--- src/rtl/mips_pkg.sv ---
// Shared fetch-stage definitions: FSM encoding, reset PC and PC step.
package mips_pkg;

  typedef enum logic [1:0] {
    ST_IDLE = 2'd0,
    ST_REQ  = 2'd1,
    ST_DROP = 2'd2
  } fetch_state_e;

  localparam logic [31:0] RESET_PC_DEFAULT = 32'h0000_0000;
  localparam logic [31:0] PC_INCR          = 32'd4;

endpackage : mips_pkg

--- src/rtl/fetch_fifo.sv ---
// Instruction queue: power-of-two ring buffer with flush; head is read combinationally
// so a pushed entry is visible on the cycle after the push.
module fetch_fifo #(
  parameter int unsigned DEPTH = 4,
  parameter int unsigned WIDTH = 64
) (
  input  logic                     clk_i,
  input  logic                     rst_i,
  input  logic                     flush_i,
  input  logic                     push_i,
  input  logic [WIDTH-1:0]         data_i,
  input  logic                     pop_i,
  output logic [WIDTH-1:0]         data_o,
  output logic [$clog2(DEPTH):0]   count_o,
  output logic                     full_o,
  output logic                     empty_o
);

  localparam int unsigned PTR_W = $clog2(DEPTH);
  localparam int unsigned CNT_W = PTR_W + 1;

  logic [WIDTH-1:0] mem_q [DEPTH];
  logic [PTR_W-1:0] wr_ptr_q, rd_ptr_q;
  logic [CNT_W-1:0] count_q;
  logic             do_push, do_pop;

  assign full_o  = (count_q == CNT_W'(DEPTH));
  assign empty_o = (count_q == '0);
  assign count_o = count_q;
  assign data_o  = mem_q[rd_ptr_q];
  assign do_push = push_i & ~full_o;
  assign do_pop  = pop_i & ~empty_o;

  always_ff @(posedge clk_i) begin
    if (rst_i || flush_i) begin
      wr_ptr_q <= '0;
      rd_ptr_q <= '0;
      count_q  <= '0;
    end else begin
      if (do_push) wr_ptr_q <= wr_ptr_q + 1'b1;
      if (do_pop)  rd_ptr_q <= rd_ptr_q + 1'b1;
      case ({do_push, do_pop})
        2'b10:   count_q <= count_q + 1'b1;
        2'b01:   count_q <= count_q - 1'b1;
        default: count_q <= count_q;
      endcase
    end
  end

  // Storage carries no reset; validity is tracked by the pointers and count.
  always_ff @(posedge clk_i) begin
    if (do_push) mem_q[wr_ptr_q] <= data_i;
  end

endmodule : fetch_fifo

--- src/rtl/instr_fetch.sv ---
// Fetch stage: drives the external PC register, issues one instruction-memory read at a
// time, squashes reads overtaken by a redirect and queues fetched words for decode.
module instr_fetch
  import mips_pkg::*;
#(
  parameter int unsigned DEPTH    = 4,
  parameter logic [31:0] RESET_PC = RESET_PC_DEFAULT
) (
  input  logic        CLK,
  input  logic        RST,
  input  logic [31:0] pcIn,
  output logic [31:0] nextPC,
  output logic        imemReq,
  output logic [31:0] imemAddr,
  input  logic        imemAck,
  input  logic [31:0] imemData,
  input  logic        redirectValid,
  input  logic [31:0] redirectTarget,
  output logic        instrValid,
  input  logic        instrReady,
  output logic [31:0] instrOut,
  output logic [31:0] instrPC
);

  localparam int unsigned CNT_W = $clog2(DEPTH) + 1;

  fetch_state_e     state_q, state_d;
  logic [31:0]      addr_q, addr_d;
  logic             push, pop, full, empty;
  logic [CNT_W-1:0] count, count_after_pop;
  logic [63:0]      head;

  fetch_fifo #(
    .DEPTH (DEPTH),
    .WIDTH (64)
  ) u_fifo (
    .clk_i   (CLK),
    .rst_i   (RST),
    .flush_i (redirectValid),
    .push_i  (push),
    .data_i  ({pcIn, imemData}),
    .pop_i   (pop),
    .data_o  (head),
    .count_o (count),
    .full_o  (full),
    .empty_o (empty)
  );

  assign pop               = ~empty & instrReady;
  assign count_after_pop   = count - CNT_W'(pop);
  assign instrValid        = ~empty;
  assign {instrPC, instrOut} = head;
  assign imemReq           = (state_q != ST_IDLE);
  assign imemAddr          = addr_q;

  always_comb begin
    state_d = state_q;
    addr_d  = addr_q;
    push    = 1'b0;
    case (state_q)
      ST_IDLE: begin
        // A same-cycle pop frees a slot, so a full queue may still issue.
        if (!redirectValid && (!full || pop)) begin
          state_d = ST_REQ;
          addr_d  = pcIn;
        end
      end
      ST_REQ: begin
        if (redirectValid) begin
          state_d = imemAck ? ST_IDLE : ST_DROP;
        end else if (imemAck) begin
          push = 1'b1;
          if (count_after_pop < CNT_W'(DEPTH - 1)) addr_d = pcIn + PC_INCR;
          else                                     state_d = ST_IDLE;
        end
      end
      ST_DROP: begin
        if (imemAck) state_d = ST_IDLE;
      end
      default: state_d = ST_IDLE;
    endcase
  end

  always_comb begin
    if (RST)                               nextPC = RESET_PC;
    else if (redirectValid)                nextPC = redirectTarget;
    else if ((state_q == ST_REQ) && imemAck) nextPC = pcIn + PC_INCR;
    else                                   nextPC = pcIn;
  end

  always_ff @(posedge CLK) begin
    if (RST) begin
      state_q <= ST_IDLE;
      addr_q  <= '0;
    end else begin
      state_q <= state_d;
      addr_q  <= addr_d;
    end
  end

endmodule : instr_fetch

--- config.mk ---
export PLATFORM = sky130hd
export DESIGN_NAME = instr_fetch
export DESIGN_NICKNAME = d
export VERILOG_FILES = /design/src/rtl/mips_pkg.sv /design/src/rtl/fetch_fifo.sv /design/src/rtl/instr_fetch.sv
export SDC_FILE = /design/constraint.sdc
export NUM_CORES = 1
export LEC_CHECK = 0
export ABC_AREA = 1
export BUFFER_PORTS_ARGS = -buffer_cell sky130_fd_sc_hd__buf_4
export CORE_UTILIZATION = 46
export CTS_CLUSTER_SIZE = 12
export DETAILED_ROUTE_END_ITERATION = 7
export MAX_ROUTING_LAYER = met4
export PLACE_DENSITY = 0.68
export SLEW_MARGIN = 10
export SYNTH_ARGS = -nofsm -noshare
export SYNTH_HDL_FRONTEND = slang
export SYNTH_SLANG_ARGS = --single-unit
--- constraint.sdc ---
create_clock -name CLK -period 5.5 [get_ports CLK]
set_input_delay 0.275 -clock CLK [delete_from_list [all_inputs] [get_ports CLK]]
set_output_delay 0.275 -clock CLK [all_outputs]
set_load 0.02 [all_outputs]
-- Word level (Yosys, flattened, before mapping)
Memory sizes are Yosys's and may differ from the RTL's. A register that Yosys moved wholly into a read port is not among the register bits.
Cells that the tools add are included.
- register bits: 41
- logic and storage cells: 66
- output and inout bits: 130
- RAM bits: 256
- memories kept: 1
- equal/unequal tests: 12
- reductions and logical operators: 13
- bitwise gates (word level): 5
- order comparisons: 1
- mux-type cells: 23
- add/sub/neg operators: 6
- memory list (name ; words ; width ; read ports ; clocked after Yosys merged registers in ; wr ports ; line ; RTL):
    u_fifo.mem_q ; 4 ; 64 ; 1 ; 1 ; 1 ; fetch_fifo.sv:22 ; logic [WIDTH-1:0] mem_q [DEPTH];
- operators with widths (operator ; number):
    $mux 32 ; 7
    $pmux 32 s2 ; 1
    $add 32x3->32 const B ; 1
    $mux 2 ; 8
    $ne 2x2->1 const B ; 5
    $ne 3x3->1 const B ; 2
    $pmux 2 s3 ; 1
    $pmux 3 s2 ; 1
    $reduce_bool 2->1 ; 3
    $mux 1 ; 5
    $reduce_and 5->1 ; 1
    $add 2x1->2 const B ; 2
    $eq 2x1->1 const B ; 2
    $eq 2x2->1 const B ; 2
    $reduce_and 4->1 ; 1
    $add 3x1->3 const B ; 1
    $and 1x1->1 ; 3
    $eq 3x3->1 const B ; 1
    $logic_not 3->1 ; 1
    $lt 3x2->1 const B ; 1
    $sub 3x1->3 ; 1
    $sub 3x1->3 const B ; 1
    $logic_and 1x1->1 ; 2
    $logic_not 1->1 ; 2
    3 further kinds ; 5

-- Longest topological paths before layout
Gate-level depths: netlist of the first run.
- word-level depth: 9
- mapped depth: 14
- gate-level depth less buffers: 14

-- By module
Synthesis of the first run repeated with hierarchy kept, for this count alone.
- cells, all modules: 1307
- area, all modules: 13346.6 sq um
- by module, submodules not included (module ; cells each ; area each (sq um) ; instances):
    fetch_fifo ; 691 ; 9985.8 ; 1
    instr_fetch ; 616 ; 3360.7 ; 1

-- Worst setup path after synthesis of the first run
OpenSTA, ideal clock, no wires.
- path kind: register -> register
- from: reg state_q[0]
- to: mem u_fifo.mem_q[0][0] (enable)
- cell stages (with the launch flop): 9
- path slack: 1.339 ns
- buffers on the path: 0
- data arrival time: 3.675 ns
- period minus slack after synthesis: 4.161 ns
- cells stage by stage: dfxtp_1 -> inv_2 -> nor2_2 -> inv_2 -> nor2_4 -> nand2_1 -> nor2_1 -> inv_1 -> nor2_1
- cells in the longest elaborated chain, start to end: 5
- RTL lines (element ; line ; RTL):
    start: declaration ; instr_fetch.sv:27 ; fetch_state_e state_q, state_d;
    start signal: assignment ; instr_fetch.sv:96 ; state_q <= state_d;
    $eq 2x1->1 ; instr_fetch.sv:60 ; case (state_q)
    $mux 1 ; instr_fetch.sv:60 ;
    $and 1x1->1 ; fetch_fifo.sv:31 ; assign do_push = push_i & ~full_o;
    $mux 1 ; fetch_fifo.sv:52 ; if (do_push) mem_q[wr_ptr_q] <= data_i;
    $mux 1 (implied by the code) ; fetch_fifo.sv:52 ;
    end: declaration ; fetch_fifo.sv:22 ;
Every way passes these cells.

==> summary.md, run 1 <==
| Metric | Value |
|---|---|
| TritonCTS clock tree | yes |
| Placed cell count | 1,884 |
| GR Util met3 | 2.830% |
| Final period util | 65.29% |
| Max FO, Critical Path | 69 |
| Synth Area in Simple Gates | 17.07% |
| First-pass GRT wire length | 52.03 mm |
| Largest family of logic cells by synthesized area | simple AND/OR/NAND/NOR gates |
| Cts bufs inserted | 31 |
| Clk pin slew, worst setup/hold paths | 60 ps |
| Fin. max-slew vios | 0 |
| Sink Count | 299 |
| Xor and xnor area share after synthesis | 0.5950% |
| Largest net degree at the start of global routing | 71 |
| Drt wl/cell | 17.01 um |
| Worst vdd ir | 0.0002451 V |
| DRC violations left | 0 |
| Area occupied by multi-input gates | 4090 um2 |
| First drt pass iteration count | 5 |
| Crit path launch type | flip-flop |
| Synth Area per Inst | 9.938 um2 |
| Post-synthesis mux area share | 0% |
| Hold_sp | pcIn[10] |
| Synth unique cells | 33 |
| Slew of the pin with the lowest slew margin | 1056 ps |
| Worst setup path category | flip-flop to output port |
| Area grow syn2layout | 26.81% |
| Synth Area in Adders | 0.9067% |
| Slew margin rel. | 29.52% |
| Final ANT Viol Nets | 0 |
| Busiest grt layer | met2 |
| Status | complete, no violations |
| Synth Area in Compound Gates | 12.06% |
| Die Wd | 171.7 um |
| Crit end category | output port |
| Post-DP HPWL | 21.56 mm |
| Port Buffers | 230 |
| Data arrival time of the worst path | 3320 ps |
| Highest Clock Rate | 0.2785 GHz |
| Max-Cap Viols | 0 |
| FP Rows | 61 |
| Setup TNS | 0 ps |
| Bufs on Longest Clock Path | 3 |
| Routed wire length | 33.97 mm |
| Routability-driven placement congestion ratio | 0.8897 |
| Synth Instances | 1,333 |
| Clock skew | 11.82 ps |
| Number of vias per cell | 5.193 |
| 1st-iter DRT viols | 795 |
| Critical Path RT | 5220 ps |
| Leak Pwr | 0.006553 uW |
| Total GRT Usage | 23.68% |
| Initial antenna violation count | 0 |
| #FFs+latches synth | 299 |
| Inserted Diodes | 0 |
| Tmin final | 3591 ps |
| Share of cells above drive strength 1 | 19.46% |
| GRT overflow | 0 |
| Initial core utilization | 47.17% |
| Min-delay worst type | primary input to flip-flop |
| Reg area | 8553 um2 |
| Setup violators final | 0 |
| Register area share after synthesis | 64.53% |
| Die area | 29,480 um2 |
| Reg2reg start | state_q[0]$_SDFFE_PP0P_ |
| Post-Syn Nets | 1,443 |
| Via count | 10,370 |
| Die Span Y | 171.7 um |
| Clock H-tree levels | 1 |
| Core area | 28,090 um2 |
| CTS Root Cell | clkbuf_16 |
| Met2 Usage GRT | 40.42% |
| PD cells | 313.5 nW/um2 |
| Fill cell count | 2,396 |
| Final hold vios | 0 |
| Ports | 231 |
| Synth Warn # | 0 |
| Final net count | 1,711 |
| RSZ-0062 raised after global routing | false |
| Vias in the first global route | 9,934 |
| Non-Filler Instances | 1,997 |
| Syn Std Cell Area | 13,250 um2 |
| Met1 global-route usage | 29.74% |
| CTS resizes | 0 |
| Clock latency on the worst-skew pair | 570 ps |
-- layout make-up --
type / instances / share of cell area (%)
clock inverters: 9 / 0.6554
well taps: 378 / 2.815
inverters: 82 / 1.854
clock buffers: 42 / 4.863
multi-input cells: 882 / 24.35
repair buffers: 305 / 14.55
flip-flops and latches: 299 / 50.91
-- per-stage QoR --
step	setup WS (ps)	util, %	hold WS [ps]	area (um2)	power (uW)
2_1_floorplan	1339	-	344.1	13250	3033
5_1_grt	1573	59.81	12.47	16800	5466
6_report	1909	59.81	24.76	16800	5266
3_5_place_dp	2154	54.30	440.9	15250	3333
3_3_place_gp	2171	54.30	434.4	15250	3324
4_1_cts	1814	59.81	2.720	16800	5305
-- per-layer routing --
layer	wire (um)	vias up	share of wire (%)
met5	0	-	0
met4	763	0	2.2
met3	1882	58	5.5
met2	16570	333	49
met1	14760	4863	43
li1	-	5116	-
-- synth_stat cells, drive strengths merged --
master / instances / area share (%)
nand3: 48 / 1.8
clkinv: 1 / 0.028
xor2: 6 / 0.40
inv: 81 / 2.3
a21o: 1 / 0.057
and2: 2 / 0.094
o22ai: 64 / 3.0
xnor2: 3 / 0.20
nor2: 253 / 7.5
fa: 1 / 0.15
o21bai: 2 / 0.11
ha: 8 / 0.76
a22o: 2 / 0.13
a31oi: 1 / 0.047
o21ai: 179 / 6.8
buf: 22 / 1.1
or2: 1 / 0.047
a21oi: 48 / 1.8
nand2: 261 / 7.6
a211oi: 1 / 0.057
clkbuf: 48 / 1.4
edfxtp: 256 / 58
o211ai: 1 / 0.057
dfxtp: 43 / 6.5
-- logic make-up (layout without fill, tap and decap cells) --
| kind of cell | count (synthesis) | after routing |
|---|---|---|
| buf+inv | 152 | 438 |
| flops | 299 | 299 |
| simple gates | 565 | 565 |
| fa+ha+maj | 9 | 9 |
| xor+xnor | 9 | 9 |
| compound gates | 299 | 299 |
-- cell usage in the layout, fill, tap and decap left out, types with 8 or more instances in the layout --
cell           netlist  layout
o21ai_0            172     172
nor2_2               9      10
a21oi_1             48      48
edfxtp_1           256     256
nand2_1            254     254
clkbuf_1            48      11
nor2_1             241     236
buf_4                4     243
nand3_1             48      48
clkbuf_16            0      31
dfxtp_1             43      41
dlygate4sd3_1        0      62
o22ai_1             64      64
inv_1               76      75
ha_1                 8       8
-- registers in the layout, summed over array words and instances, names as in the netlist, named ones only --
signal           cells
u_fifo.mem_q       256
imemAddr            32
u_fifo.wr_ptr_q      2
u_fifo.rd_ptr_q      2
u_fifo.count_o       3
state_q              2
-- repair_timing --
item / 4_1_cts / 5_1_grt
hold buffers: 62 / 0
buffers inserted: 0 / 0
endpoints found under the hold margin: 246 / 0
-- where the power goes --
group          internal, uW  total (uW)  switching (uW)
Combinational           292         758             467
Sequential             2530        2570            38.1
Clock                  1130        1940             814
-- final timing paths --
| kind | endpoint | slack (ps) | depth (start not counted) |
|---|---|---|---|
| worst min-delay path | u_fifo.mem_q[2][42]$_DFFE_PP_ | 20 | 1 |
| worst max-delay path | instrOut[4] | 1910 | 5 |
| worst min register to register | u_fifo.count_o[0]$_SDFFE_PP0P_ | 450 | 1 |
| worst max register to register | u_fifo.mem_q[1][14]$_DFFE_PP_ | 2200 | 10 |
-- critical path, cell delays in order, from the launching register on --
cell      delay, ps
dfxtp_4         720
clkinv_2        870
buf_4           600
o21ai_0         240
o22ai_1         120
buf_4           170
Note: power is estimated with default switching activity, not from simulation.
==> run 2: changes to the inputs <==
Settings changed: ABC_AREA 1 to 0.
Clock period 5.5 ns to 3.4 ns, I/O delays scaled along.
==> summary.md, run 2 <==
| Metric | Value |
|---|---|
| Slew of the pin with the lowest slew margin | 991.0 ps (-64.61 ps) |
| Top-area cell type share of the netlist area | 60.70% (+2.7 points) |
| Max FO, Critical Path | 19 (-72%) |
| Number of vias per cell | 5.778 (+11%) |
| Ports | 231 (unchanged) |
| Hold_sp | redirectValid |
| First-pass GRT wire length | 47.84 mm (-8.0%) |
| Share of cells above drive strength 1 | 33.15% (+14 points) |
| Sink Count | 299 (unchanged) |
| #FFs+latches synth | 299 (unchanged) |
| Final period util | 95.03% |
| 1st-iter DRT viols | 570 (-28%) |
| First drt pass iteration count | 5 (unchanged) |
| Synth top area cells | edfxtp_1 61%, mux4_2 11%, dfxtp_1 6.8% |
| Clk pin slew, worst setup/hold paths | 60 ps (about the same) |
| Data arrival time of the worst path | 3060 ps (-260 ps) |
| Initial core utilization | 46.99% (-0.18 points) |
| Met3 Routed Length | 1.943 mm (+3.2%) |
| DRC violations left | 0 (unchanged) |
| Area grow syn2layout | 29.81% |
| Slew margin rel. | 33.93% (+4.4 points) |
| Post-synth top cells | 256 x edfxtp_1, 64 x mux4_2, 46 x clkbuf_1 |
| Clock H-tree levels | 1 (unchanged) |
| Post-Syn Nets | 911 (-37%) |
| Crit end category | output port |
| Max-Cap Viols | 0 (unchanged) |
| Highest Clock Rate | 0.3095 GHz |
| Met2 wire len | 15.06 mm (-9.1%) |
| Synth Area per Inst | 15.81 um2 (+59%) |
| Area occupied by multi-input gates | 3860 um2 (-5.6%) |
| Initial antenna violation count | 0 (unchanged) |
| Metal1 wirelength | 13.13 mm (-11%) |
| Bufs on Longest Clock Path | 3 (unchanged) |
| Most instantiated library cell after synthesis | edfxtp_1 |
| GRT overflow | 0 (unchanged) |
| Die Span Y | 167.9 um (-2.2%) |
| Total GRT Usage | 22.69% (-0.99 points) |
| Crit path from | state_q[0]$_SDFFE_PP0P_ |
| Syn Std Cell Area | 12,660 um2 (-4.4%) |
| Die Wd | 167.9 um (-2.2%) |
| Clock skew | 15.72 ps (+3.901 ps) |
| Worst hold slack | 110.5 ps (+85.76 ps) |
| Most frequent cells in the layout | 256 x edfxtp_1, 246 x buf_4, 65 x dlygate4sd3_1, 64 x mux4_2, 41 x dfxtp_1 |
| FP Rows | 60 (-1.6%) |
| Synth Flop Type | edfxtp_1 |
| RSZ-0062 raised after global routing | false |
| Max reg flops | 256 (unchanged) |
| Worst setup path category | flip-flop to output port |
| Final hold vios | 0 (unchanged) |
| PD cells | 478.2 nW/um2 (+53%) |
| Clock latency on the worst-skew pair | 540 ps (-30 ps) |
| Post-DP HPWL | 19.89 mm (-7.8%) |
| Routed wire length | 30.81 mm (-9.3%) |
| Critical Path RT | 3230 ps (-1990 ps) |
| Fin. max-slew vios | 0 (unchanged) |
| Synth Warn # | 0 (unchanged) |
| Tmin final | 3231 ps |
| Crit path launch type | flip-flop |
| Vias in the first global route | 8,493 (-15%) |
| Final ANT Viol Nets | 0 (unchanged) |
| Synth unique cells | 50 (+52%) |
| Cell taking the most area after synthesis | edfxtp_1 |
| Port Buffers | 230 (unchanged) |
| Core area | 26,950 um2 (-4.0%) |
| Worst vdd ir | 0.0003497 V (+43%) |
| Fill cell count | 2,087 (-13%) |
| Register area share after synthesis | 67.50% (+3.0 points) |
| Max Used Layer | met4 |
| Setup violators final | 0 (unchanged) |
| Via count | 8,384 (-19%) |
| Post-synth EDFFs | 256 (unchanged) |
| Final net count | 1,196 (-30%) |
| TritonCTS clock tree | yes |
| Synth Instances | 801 (-40%) |
| Setup TNS | 0 ps (unchanged) |
| Reg area | 8556 um2 (about the same) |
| Most flop-heavy register | u_fifo.mem_q |
| Die area | 28,200 um2 (-4.4%) |
| Commonest non-fill, non-tap cell in the layout | edfxtp_1 |
| Min-delay worst type | primary input to flip-flop |
| Largest net degree at the start of global routing | 71 (unchanged) |
| Routability-driven placement congestion ratio | 0.8737 (-1.8%) |
| Inserted Diodes | 0 (unchanged) |
| Status | complete, no violations |
| CTS Root Cell | clkbuf_16 |
| Leak Pwr | 0.005593 uW (-15%) |
| Cts bufs inserted | 30 (-3.2%) |
| Reg2reg start | state_q[0]$_SDFFE_PP0P_ |
| Fraction of registers with async set/reset | 0% (unchanged) |
| Drt wl/cell | 21.24 um (+25%) |
-- run 2: cell types whose count changed after synthesis, sizes merged, moves of 14 or more --
cell | before | now
o21ai | 179 | 20
inv | 81 | 12
o22ai | 64 | 0
o31ai | 0 | 24
nand2 | 261 | 26
mux4 | 0 | 64
a311oi | 0 | 34
or4 | 0 | 24
nand3 | 48 | 16
nor2 | 253 | 39
xnor2 | 3 | 17
a211oi | 1 | 16
-- run 2: cell type report --
cell class              count  share of cell area, %
multi-input cells         425                  23.48
well taps                 341                  2.595
clock inverters             4                 0.2740
inverters                  13                 0.2968
flip-flops and latches    299                  52.04
clock buffers              52                  5.389
repair buffers            317                  15.92
-- run 2: final timing paths --
path                                             endpoint  slack [ps]  cells past startpoint
worst max-delay path                           nextPC[25]         170                      5
worst min-delay path              state_q[1]$_SDFFE_PP0P_         110                      3
worst max register to register  imemAddr[31]$_SDFFE_PP0P_         720                      4
worst min register to register   imemAddr[1]$_SDFFE_PP0P_         490                      2
-- run 2: kinds of logic (layout without fill, tap and decap cells) --
group | Yosys count | in the layout | synth area share, %
AOI/OAI and AO/OA | 148 | 148 | 8.052
xor gates and xnor gates | 25 | 25 | 1.729
adders and majority gates | 9 | 9 | 0.9485
buffers and inverters | 77 | 386 | 2.381
DFF | 299 | 299 | 67.50
muxes | 67 | 67 | 11.62
and+or+nand+nor | 176 | 176 | 7.775
-- run 2: per-layer routing --
layer,track usage [%],vias to the layer above
met5,-,-
met2,36.39,334
met1,30.06,4166
met4,7.060,0
met3,3.338,47
li1,-,3837
-- run 2: metrics by stage --
step / total power, uW / instance area, um2 / setup slack [ps] / std cells / util [%]
after global routing: 8114 / 16440 / 56.12 / 1451 / 61.00
final: 7862 / 16440 / 169.0 / 1451 / 61.00
after floorplan: 4428 / 12660 / 211.2 / 801 / -
after global placement: 4751 / 14830 / 558.1 / 1327 / 55.03
after detailed placement: 4759 / 14830 / 503.1 / 1327 / 55.03
after CTS: 7924 / 16420 / 184.9 / 1448 / 60.91
-- run 2: report_power, final --
part / internal, uW / switching, uW / total (uW) / leakage (uW)
Sequential: 4030 / 28.6 / 4050 / 0.00266
Clock: 1830 / 1280 / 3110 / 0.000450
Combinational: 307 / 387 / 695 / 0.00248
Total: 6160 / 1700 / 7860 / 0.00559
-- run 2: timing repair --
| item | 4_1_cts | 5_1_grt |
|---|---|---|
| setup endpoints to repair | 3 | 1 |
| cloned | 0 | 0 |
| setup buffers | 0 | 3 |
| pin swaps | 0 | 1 |
| hold endpoints to repair | 277 | 0 |
| gates resized for setup | 1 | 0 |
| hold buffers | 65 | 0 |
-- run 2: worst max-delay path, cell delays in order, from the launching register on --
cell	delay [ps]
dfxtp_1	510
nand3b_4	250
or4_4	730
or4_1	510
a311oi_1	310
buf_4	200
